`src/rtl/seven_seg_scan_decoder.sv`:
```
// Receive-side decoder for a four-digit multiplexed seven-segment bus (AN/segN, active-low).
// Filters each scanned digit, decodes it back to BCD and publishes all four digits once per frame.
module seven_seg_scan_decoder #(
    parameter int unsigned SETTLE_CYCLES = 16,
    parameter int unsigned CNT_W         = 8
) (
    input  logic       clk,
    input  logic       rst_n,
    input  logic [3:0] AN,
    input  logic [6:0] segN,
    output logic [3:0] BCD0,
    output logic [3:0] BCD1,
    output logic [3:0] BCD2,
    output logic [3:0] BCD3,
    output logic [3:0] digit_x,
    output logic [3:0] digit_err,
    output logic       frame_valid
);

    localparam int unsigned       SAMP_W    = 11;
    localparam int unsigned       DIGITS    = 4;
    localparam logic [CNT_W-1:0]  CNT_MAX   = CNT_W'(SETTLE_CYCLES);
    // Capture fires on the edge where the counter moves from SETTLE-2 to SETTLE-1.
    localparam logic [CNT_W-1:0]  CNT_PRE   = CNT_W'(SETTLE_CYCLES - 2);
    localparam logic [SAMP_W-1:0] SAMP_IDLE = SAMP_W'(11'h7FF);

    logic [SAMP_W-1:0]        samp_q, samp_d;
    logic [SAMP_W-1:0]        prev_q, prev_d;
    logic [CNT_W-1:0]         cnt_q, cnt_d;
    logic [DIGITS-1:0]        seen_q, seen_d;
    logic [DIGITS-1:0][3:0]   slot_bcd_q, slot_bcd_d;
    logic [DIGITS-1:0]        slot_x_q, slot_x_d;
    logic [DIGITS-1:0]        slot_err_q, slot_err_d;
    logic [DIGITS-1:0][3:0]   out_bcd_q, out_bcd_d;
    logic [DIGITS-1:0]        out_x_q, out_x_d;
    logic [DIGITS-1:0]        out_err_q, out_err_d;
    logic                     frame_valid_q, frame_valid_d;

    logic                     stable_c;
    logic                     an_ok_c;
    logic [1:0]               an_idx_c;
    logic                     capture_c;
    logic                     frame_done_c;
    logic [3:0]               dec_bcd_c;
    logic                     dec_x_c;
    logic                     dec_err_c;

    // Input sampling and settle counter.
    always_comb begin
        samp_d   = {AN, segN};
        prev_d   = samp_q;
        stable_c = (samp_q == prev_q);
        cnt_d    = cnt_q;
        if (!stable_c) begin
            cnt_d = '0;
        end else if (cnt_q != CNT_MAX) begin
            cnt_d = cnt_q + CNT_W'(1);
        end
    end

    // Anode must select exactly one digit.
    always_comb begin
        an_ok_c  = 1'b1;
        an_idx_c = 2'd0;
        case (samp_q[10:7])
            4'b1110: an_idx_c = 2'd0;
            4'b1101: an_idx_c = 2'd1;
            4'b1011: an_idx_c = 2'd2;
            4'b0111: an_idx_c = 2'd3;
            default: an_ok_c  = 1'b0;
        endcase
    end

    // Segment pattern back to BCD.
    always_comb begin
        dec_bcd_c = 4'd0;
        dec_x_c   = 1'b0;
        dec_err_c = 1'b0;
        case (samp_q[6:0])
            7'b1000000: dec_bcd_c = 4'd0;
            7'b1111001: dec_bcd_c = 4'd1;
            7'b0100100: dec_bcd_c = 4'd2;
            7'b0110000: dec_bcd_c = 4'd3;
            7'b0011001: dec_bcd_c = 4'd4;
            7'b0010010: dec_bcd_c = 4'd5;
            7'b0000010: dec_bcd_c = 4'd6;
            7'b1111000: dec_bcd_c = 4'd7;
            7'b0000000: dec_bcd_c = 4'd8;
            7'b0010000: dec_bcd_c = 4'd9;
            7'b0001001: begin
                dec_bcd_c = 4'hF;
                dec_x_c   = 1'b1;
            end
            default:    dec_err_c = 1'b1;
        endcase
    end

    assign capture_c    = stable_c && (cnt_q == CNT_PRE) && an_ok_c;
    assign frame_done_c = (seen_q == 4'b1111);

    // Slot capture and frame publish; a capture on the publish cycle lands in the new frame.
    always_comb begin
        slot_bcd_d    = slot_bcd_q;
        slot_x_d      = slot_x_q;
        slot_err_d    = slot_err_q;
        seen_d        = seen_q;
        out_bcd_d     = out_bcd_q;
        out_x_d       = out_x_q;
        out_err_d     = out_err_q;
        frame_valid_d = 1'b0;

        if (frame_done_c) begin
            out_bcd_d     = slot_bcd_q;
            out_x_d       = slot_x_q;
            out_err_d     = slot_err_q;
            frame_valid_d = 1'b1;
            seen_d        = '0;
        end

        if (capture_c) begin
            if (!dec_err_c) begin
                slot_bcd_d[an_idx_c] = dec_bcd_c;
            end
            slot_x_d[an_idx_c]   = dec_x_c;
            slot_err_d[an_idx_c] = dec_err_c;
            seen_d[an_idx_c]     = 1'b1;
        end
    end

    always_ff @(posedge clk or negedge rst_n) begin
        if (!rst_n) begin
            samp_q        <= SAMP_IDLE;
            prev_q        <= SAMP_IDLE;
            cnt_q         <= '0;
            seen_q        <= '0;
            slot_bcd_q    <= '0;
            slot_x_q      <= '0;
            slot_err_q    <= '0;
            out_bcd_q     <= '0;
            out_x_q       <= '0;
            out_err_q     <= '0;
            frame_valid_q <= 1'b0;
        end else begin
            samp_q        <= samp_d;
            prev_q        <= prev_d;
            cnt_q         <= cnt_d;
            seen_q        <= seen_d;
            slot_bcd_q    <= slot_bcd_d;
            slot_x_q      <= slot_x_d;
            slot_err_q    <= slot_err_d;
            out_bcd_q     <= out_bcd_d;
            out_x_q       <= out_x_d;
            out_err_q     <= out_err_d;
            frame_valid_q <= frame_valid_d;
        end
    end

    assign BCD0        = out_bcd_q[0];
    assign BCD1        = out_bcd_q[1];
    assign BCD2        = out_bcd_q[2];
    assign BCD3        = out_bcd_q[3];
    assign digit_x     = out_x_q;
    assign digit_err   = out_err_q;
    assign frame_valid = frame_valid_q;

endmodule

```
`config.mk`:
```
export PLATFORM = sky130hd
export DESIGN_NAME = seven_seg_scan_decoder
export DESIGN_NICKNAME = d
export VERILOG_FILES = /design/src/rtl/seven_seg_scan_decoder.sv
export SDC_FILE = /design/constraint.sdc
export NUM_CORES = 1
export LEC_CHECK = 0
export BUFFER_PORTS_ARGS = -buffer_cell sky130_fd_sc_hd__buf_2
export CAP_MARGIN = 10
export CORE_MARGIN = 4
export CORE_UTILIZATION = 55
export CTS_BUF_LIST = sky130_fd_sc_hd__clkbuf_2
export CTS_CLUSTER_DIAMETER = 200
export DETAILED_ROUTE_END_ITERATION = 10
export GPL_TIMING_DRIVEN = 0
export HOLD_SLACK_MARGIN = 0.15
export PLACE_DENSITY = 0.81
export SYNTH_ARGS = -nofsm -noshare
export SYNTH_HDL_FRONTEND = slang
export SYNTH_SLANG_ARGS = --single-unit
```
`constraint.sdc`:
```
create_clock -name clk -period 2.65 [get_ports clk]
set_input_delay 0.3975 -clock clk [delete_from_list [all_inputs] [get_ports clk]]
set_output_delay 0.3975 -clock clk [all_outputs]
set_load 0.03 [all_outputs]
```
==> results.md, run 1 <==
* CTS sink cnt at between 80 and 90
* Detailed Place HPWL at approximately 4300 um
* Pin count of the biggest net entering global routing at between 70 and 80
* Row count at 28
* Final GP Congestion at 0.840
* Crit path launch: prev_d[2]$_DFF_PN1_
* Detailed Routing Iterations Pass 1 at 4
* Final hold vios at 0
* Post-placement cell count at 430
* Gr usage total at a little under a fifth
* Vias at between 2000 and 2500
* Area of the mapped netlist at 3460 um2
* Capturing point of the worst reg2reg path: slot_bcd_q[1]$_DFFE_PN0P_
* VDD IR max at slightly above 300 uV
* Reg2reg start: prev_d[2]$_DFF_PN1_
* Initial antenna violation count at 0
* FFs w/ async S/R, synth at between 90% and 100%
* Setup violations, final at 0
* EDFF count, synth at 0
* Critical path depth at 6
* Period utilization at 93.5%
* Arrival time at the worst endpoint at between 2 and 3 ns
* Non-Filler Instances at 457
* Worst Path Required at about 3.1 ns
* Port Buffers at 37
* Worst Skew at about 0.032 ns
* Post-synthesis average cell area at 10.9 um2
* Chip height at approximately 87 um
* HP Class: primary input to async pin
* Worst Path Buf+Inv at 2
* Worst hold slack at 0.205 ns
* Gr ovfl total at 0
* Starting DRT DRC Count at between 150 and 200
* Drt drc at 0
* Power Density at 496 nW/um2
* Yosys cell types at 41
* Area of the core at between 6000 and 7000 um2
* Total power at ~2.0 mW
* Die area at between 7000 and 8000 um2
* Seq/Total Area, Yosys at about three fifths
* Status: complete, no violations
* I/O Pins at 38
* TritonCTS Buffers at 9
* Number of global-route vias before repair at around 2400
* Die Wd at around 87 um
* Worst-margin pin slew at 0.622 ns
* Worst-path clk slew at between 0.2 and 0.25 ns
* Final Core Density at around 66%
* Crit path to: slot_bcd_q[1]$_DFFE_PN0P_
* Synth warnings at 0
* Mapped Cells at roughly 320
* Htree depth at 3
* Worst rel slew slack at 58.0%
* Clock root cell: clkbuf_2
* Worst-skew pair later-pin latency at ~0.53 ns
* Final ANT Viol Nets at 0
* Max Transition Viols Final at 0
* Flops & latches, synth at 83
* Multi-input gate area at between 1000 and 1500 um2
* Cell Chain, Critical Path: clkbuf_1 > xnor2_1 > nand4_2 > or4_1 > buf_2 > mux2_1
* Post-DR wirelength/cell at between 10 and 15 um
* Syn_nets at 333
* Maxcap violations at 0
* Global-route wire length before repair at 11200 um
* Pleak at 2.02 nW
* Top_reg_cell synth: dfrtp_1
* Crit path time final at about 2.5 ns
* Fmax at approximately 400 MHz
* Max Fanout on Critical Path at 10
* Reg2reg setup slack at approximately 0.17 ns
* Layout cells sized above 1 at approximately 25%
* Startpoint Class: register
* Register area at about 2100 um2
* Initial Util at 57.5%
* CTS tree: built
* Sum Neg Setup Slack at 0 ns
* Depth of the most critical reg-to-reg path at 6
* RSZ-0062 raised after global routing: no
* CTS Buffer Depth at 2
* Nets at between 300 and 400
* Diode count at 0
* Critical-path top delay cell: or4_1
* Routed vias/inst at between 5 and 6
* Family with the most delay on the worst path: simple AND/OR/NAND/NOR gates
* # fillers at 477
* Crit-path max cell delay at approximately 0.58 ns
* Crit end category: register
* Critical path type: register to register
* Layout overhead on the synthesized area at 15.3%
* Routed wire length at roughly 6300 um
cell type report:
class / instances / area share [%]
Buffer: 16 / 1.82
Clock buffer: 10 / 1.25
Clock inverter: 6 / 1.07
Inverter: 7 / 0.658
Multi-Input combinational cell: 208 / 31.4
Sequential cell: 83 / 52.7
Tap cell: 75 / 2.35
Timing Repair Buffer: 52 / 8.77
repair_timing:
action	4_1_cts	5_1_grt
hold endpoints to repair	72	0
hold buffers	12	0
setup buffers	0	2
setup endpoints to repair	0	17
resized for setup	0	1
kinds of logic after synthesis:
kind of cell	count (synthesis)	synth area share, %
AO/OA/AOI/OAI	25	4.63
XOR/XNOR	18	4.55
adder cells (fa/ha/maj)	3	1.08
buffers and inverters	26	3.18
flip-flops	83	60.8
multiplexers	17	5.53
AND/OR/NAND/NOR	145	20.2
power breakdown:
group	internal (mW)	switching (mW)	total (mW)
sequential	1.30	0.0174	1.32
combinational	0.0497	0.0614	0.111
clock	0.127	0.425	0.552
total	1.48	0.504	1.98
layout by cell type, fill, tap and decap left out, types with 3 or more instances in the layout:
cell	synthesis	final
nand2_1	79	79
dfrtp_1	61	61
buf_2	4	40
dfstp_2	22	22
nor2_1	17	17
xnor2_1	12	12
mux2_1	12	12
dlygate4sd3_1	0	12
clkbuf_1	14	11
clkbuf_2	0	10
nand4_1	8	8
o21ai_0	8	8
inv_1	7	7
nand3_1	7	7
xor2_1	6	6
nor4_1	6	6
mux2_2	5	5
or4_1	4	4
a21boi_0	4	4
or3_1	3	3
and3b_1	3	3
nor3b_1	3	3
a31oi_1	3	3
a21o_1	3	3
a21oi_1	3	3
ha_1	3	3
buf_4	0	3
stage by stage:
step                      setup WS [ns]  instance area [um2]
after floorplan                   0.369                 3460
after global placement            0.174                 3740
after detailed placement         0.0783                 3770
after CTS                        0.0942                 3980
after global routing             0.0442                 3990
final                             0.173                 3990
metal layers:
metal  track usage [%]  vias to the layer above  wire length [um]  part of all wire [%]
li1                  -                     1185                 -                     -
met1              25.1                     1188              2720                    43
met2              30.0                       66              3080                    49
met3              3.78                       13               329                   5.3
met4              8.79                        0               141                   2.3
met5                 0                        -                 0                     0
worst min path at each step:
stage,end,slack (ns),cells past startpoint
global placement,prev_q[3]$_DFF_PN1_,0.36,0
floorplan,BCD0[0]$_DFFE_PN0P_,0.10,0
finish,BCD1[0]$_DFFE_PN0P_,0.21,2
detailed placement,BCD1[0]$_DFFE_PN0P_,0.25,1
CTS,BCD1[0]$_DFFE_PN0P_,0.17,2
global route,BCD1[0]$_DFFE_PN0P_,0.18,2
state kept, by name, summed over array words and instances, names as in the netlist:
name	count
BCD1	4
cnt_q	8
BCD0	4
digit_err	4
prev_d	11
digit_x	4
frame_valid	1
prev_q	11
seen_q	4
slot_x_q	4
slot_bcd_q	16
BCD2	4
slot_err_q	4
BCD3	4
cell usage after synthesis (2+ instances only):
| library cell | number | area [um2] |
|---|---|---|
| mux2_1 | 12 | 135 |
| a21oi_1 | 3 | 15.0 |
| nand2_1 | 79 | 297 |
| and4b_1 | 2 | 20.0 |
| and3_1 | 2 | 12.5 |
| a21o_1 | 3 | 22.5 |
| a31oi_1 | 3 | 18.8 |
| clkbuf_1 | 14 | 52.6 |
| or4_1 | 4 | 30.0 |
| and2_1 | 2 | 12.5 |
| mux2_2 | 5 | 56.3 |
| nor3b_1 | 3 | 22.5 |
| or3_1 | 3 | 18.8 |
| xor2_1 | 6 | 52.6 |
| a21boi_0 | 4 | 30.0 |
| ha_1 | 3 | 37.5 |
| and3b_1 | 3 | 26.3 |
| dfstp_2 | 22 | 578 |
| nor2_1 | 17 | 63.8 |
| nor4_1 | 6 | 37.5 |
| dfrtp_1 | 61 | 1530 |
| o21ai_0 | 8 | 40.0 |
| buf_2 | 4 | 20.0 |
| xnor2_1 | 12 | 105 |
| nand4_1 | 8 | 50.1 |
| nand3_1 | 7 | 35.0 |
| inv_1 | 7 | 26.3 |
worst register-to-register path, delay by kind of cell, from the launching register on:
family | cells | cell delay (ns)
simple gates | 2 | 0.81
flops | 1 | 0.57
buf+inv | 2 | 0.54
mux | 1 | 0.32
xor+xnor | 1 | 0.18
No activity file was read; power rests on OpenSTA's default activity.
==> run 2, diff against run 1 <==
- ABC_AREA: unset -> 1
- PLACE_DENSITY: 0.81 -> 0.8
==> run 2 against run 1 <==
Clock power up 22%; synthesized cell count grew 13%; register-to-register slack improved by 0.36 ns; maximum frequency rose by 17%; final area grew 2.0%; routed wire length increased by 4.4%; highest routed layer unchanged; largest cell class unchanged; first-iteration DRC count fell by 12%; sequential share of layout area down 1.1 points; critical path depth unchanged; largest power group unchanged; critical endpoint is now slot_bcd_q[2]$_DFFE_PN0P_; global-route usage barely moved.
==> results.md, run 2 <==
* Worst Path Buf+Inv at 0
* Crit-path max cell delay at between 0.6 and 0.7 ns
* Worst rel slew slack at a little over two fifths
* Post-synth top cells: nand2_1, dfrtp_1, inv_1
* Yosys cell types at 28
* Worst Path Required at 3.13 ns
* FFs w/ async S/R, synth at 100%
* Post-placement cell count at 471
* Layout overhead on the synthesized area at 15.7%
* Initial Util at 58.1%
* Critical path type: register to register
* Crit end category: register
* Setup violations, final at 0
* Cell-internal power at roughly 1.6 mW
* Pleak at about 2.2 nW
* Die area at ~7700 um2
* HP Class: primary input to async pin
* Synth warnings at 0
* Yosys top cell by area: dfrtp_1
* Total power at 2.10 mW
* VDD IR max at approximately 380 uV
* Reg2reg setup slack at ~0.53 ns
* Most frequent cell after synthesis: nand2_1
* Worst-margin pin slew at ~0.84 ns
* Starting DRT DRC Count at between 150 and 200
* Diode count at 0
* Grt peak-use layer: met2
* Startpoint Class: register
* CTS Buffer Depth at 2
* Psw at around 530 uW
* CTS sink cnt at 83
* Worst-path clk slew at around 0.24 ns
* Post-synthesis average cell area at approximately 10 um2
* Final GP Congestion at around 0.86
* Period utilization at between 70% and 80%
* Final ANT Viol Nets at 0
* Nets at roughly 440
* Most common cell on crit path: nand2_1
* Port Buffers at 37
* Fmax at approximately 470 MHz
* Worst Skew at approximately 0.037 ns
* Yosys top cell area share at between 40% and 50%
* Area of the core at 6060 um2
* Worst-skew pair later-pin latency at about 0.53 ns
* Pin count of the biggest net entering global routing at just under 60
* Seq/Total Area, Yosys at 59.8%
* Row count at 28
* Synth area leaders: dfrtp_1, dfstp_2, nand2_1, mux2_2, inv_1
* Max Transition Viols Final at 0
* Gr ovfl total at 0
* Non-Filler Instances at 499
* Number of global-route vias before repair at about 2400
* CTS resizes at 0
* Final hold vios at 0
* Detailed Place HPWL at roughly 4600 um
* Largest register FFs at 16
* Max Fanout on Critical Path at 7
* GRT met1 Usage at approximately a quarter
* Clock share of power at around a third
* TritonCTS Buffers at 9
* Detailed Routing Iterations Pass 1 at 4
* Flops & latches, synth at 83
* Drt drc at 0
* Power share of the combinational group at slightly above 5%
* Post-DR wirelength/cell at between 10 and 15 um
* Crit path time final at between 2 and 2.5 ns
* Die Wd at 88.0 um
* Htree depth at 3
* RSZ-0062 raised after global routing: no
* GR Util met3 at under 10%
* Status: complete, no violations
* Routed wire length at 6540 um
* Final worst setup slack at around 0.53 ns
* Arrival time at the worst endpoint at around 2.6 ns
* Commonest non-fill, non-tap cell in the layout: nand2_1
* Power Density at 515 nW/um2
* Top_reg_cell synth: dfrtp_1
* Setup bufs post-CTS at 0
* CTS tree: built
* Global-route wire length before repair at between 10000 and 15000 um
* Most frequent cells in the layout: nand2_1, dfrtp_1, inv_1, buf_2, nor2_1
* Maxcap violations at 0
* Routed vias/inst at slightly above 5
* I/O Pins at 38
* Syn_nets at 374
* Critical-path top delay cell: dfstp_2
* Cell Chain, Critical Path: nand2_1 > nor3_1 > nor3_1 > nand3_1 > nand2_1 > nand2_1
* Chip height at just under 90 um
* Gr usage total at a little under a fifth
* Largest Register: slot_bcd_q
* Flop pwr share at a little over three fifths
* Vias at about 2500
* Area of the mapped netlist at approximately 3500 um2
* Layout cells sized above 1 at 26.4%
* Clock root cell: clkbuf_2
* Sum Neg Setup Slack at 0 ns
* EDFF count, synth at 0
* Mapped Cells at 358
* Initial antenna violation count at 0
* Met2 capacity usage during global routing at between 20% and 30%
* Post-place setup slack at ~0.6 ns
* Family with the most delay on the worst path: simple AND/OR/NAND/NOR gates
* Sw Share at 25.3%
run 2: cell types whose count changed in the layout (fill, tap and decap cells not counted), moves of 10 or more:
cell | before | now
clkbuf_1 | 11 | 1
inv_1 | 7 | 40
mux2_1 | 12 | 0
mux2_2 | 5 | 20
nand2_1 | 79 | 97
nand3_1 | 7 | 18
nor2_1 | 17 | 27
run 2: power by group through the flow:
stage          sequential, mW  combinational [mW]  clock [mW]
6_report                 1.32               0.108       0.674
5_1_grt                  1.32               0.124       0.738
4_1_cts                  1.32               0.110       0.691
3_5_place_dp             1.34              0.0958           0
3_3_place_gp             1.33              0.0870           0
2_1_floorplan            1.33              0.0486           0
run 2: area by class of cell:
class / instances / area (um2)
clock buffer: 9 / 45.0
inverter: 40 / 150
clock inverter: 7 / 77.6
tap: 75 / 93.8
multi-input combinational: 228 / 1220
fill: 478 / 1990
buffer: 7 / 42.5
timing repair buffer: 50 / 335
sequential: 83 / 2100
run 2: worst reg2reg max path: cells and delay by family (launching register included):
kind / cells / cell delay [ns]
simple gates: 6 / 1.44
flops: 1 / 0.65
run 2: worst paths after layout:
check,from,cells past startpoint,endpoint
setup / recovery,prev_d[10]$_DFF_PN1_,6,slot_bcd_q[2]$_DFFE_PN0P_
hold / removal,rst_n,2,cnt_q[5]$_DFFE_PN0P_
setup reg to reg,prev_d[10]$_DFF_PN1_,6,slot_bcd_q[2]$_DFFE_PN0P_
hold reg to reg,prev_d[4]$_DFF_PN1_,0,prev_q[4]$_DFF_PN1_
max in group asynchronous,rst_n,3,slot_bcd_q[13]$_DFFE_PN0P_
min in group clk,prev_d[4]$_DFF_PN1_,0,prev_q[4]$_DFF_PN1_
run 2: metrics by stage:
step | util, % | area, um2 | hold WS (ns)
after global placement | 62.7 | 3800 | 0.354
final | 67.2 | 4070 | 0.275
after detailed placement | 63.2 | 3830 | 0.336
after global routing | 67.2 | 4070 | 0.265
after floorplan | - | 3520 | 0.102
after CTS | 67.2 | 4070 | 0.263
run 2: cells by family after synthesis:
logic type / count (synthesis) / synth area share (%)
and+or+nand+nor: 169 / 21.3
DFF: 83 / 59.8
buffers and inverters: 47 / 5.47
AOI/OAI and AO/OA: 29 / 4.30
muxes: 20 / 6.39
xor gates and xnor gates: 7 / 1.74
adders and majority gates: 3 / 1.07
run 2: per-layer routing:
layer | wire (um) | share of wire, %
met5 | 0 | 0
met4 | 131 | 2.0
met3 | 278 | 4.3
met2 | 3150 | 48
met1 | 2970 | 45
run 2: repair_timing:
action                                  in CTS  in global routing
endpoints found under the setup margin       0                  0
hold endpoints to repair                    94                  0
hold buffers                                12                  0
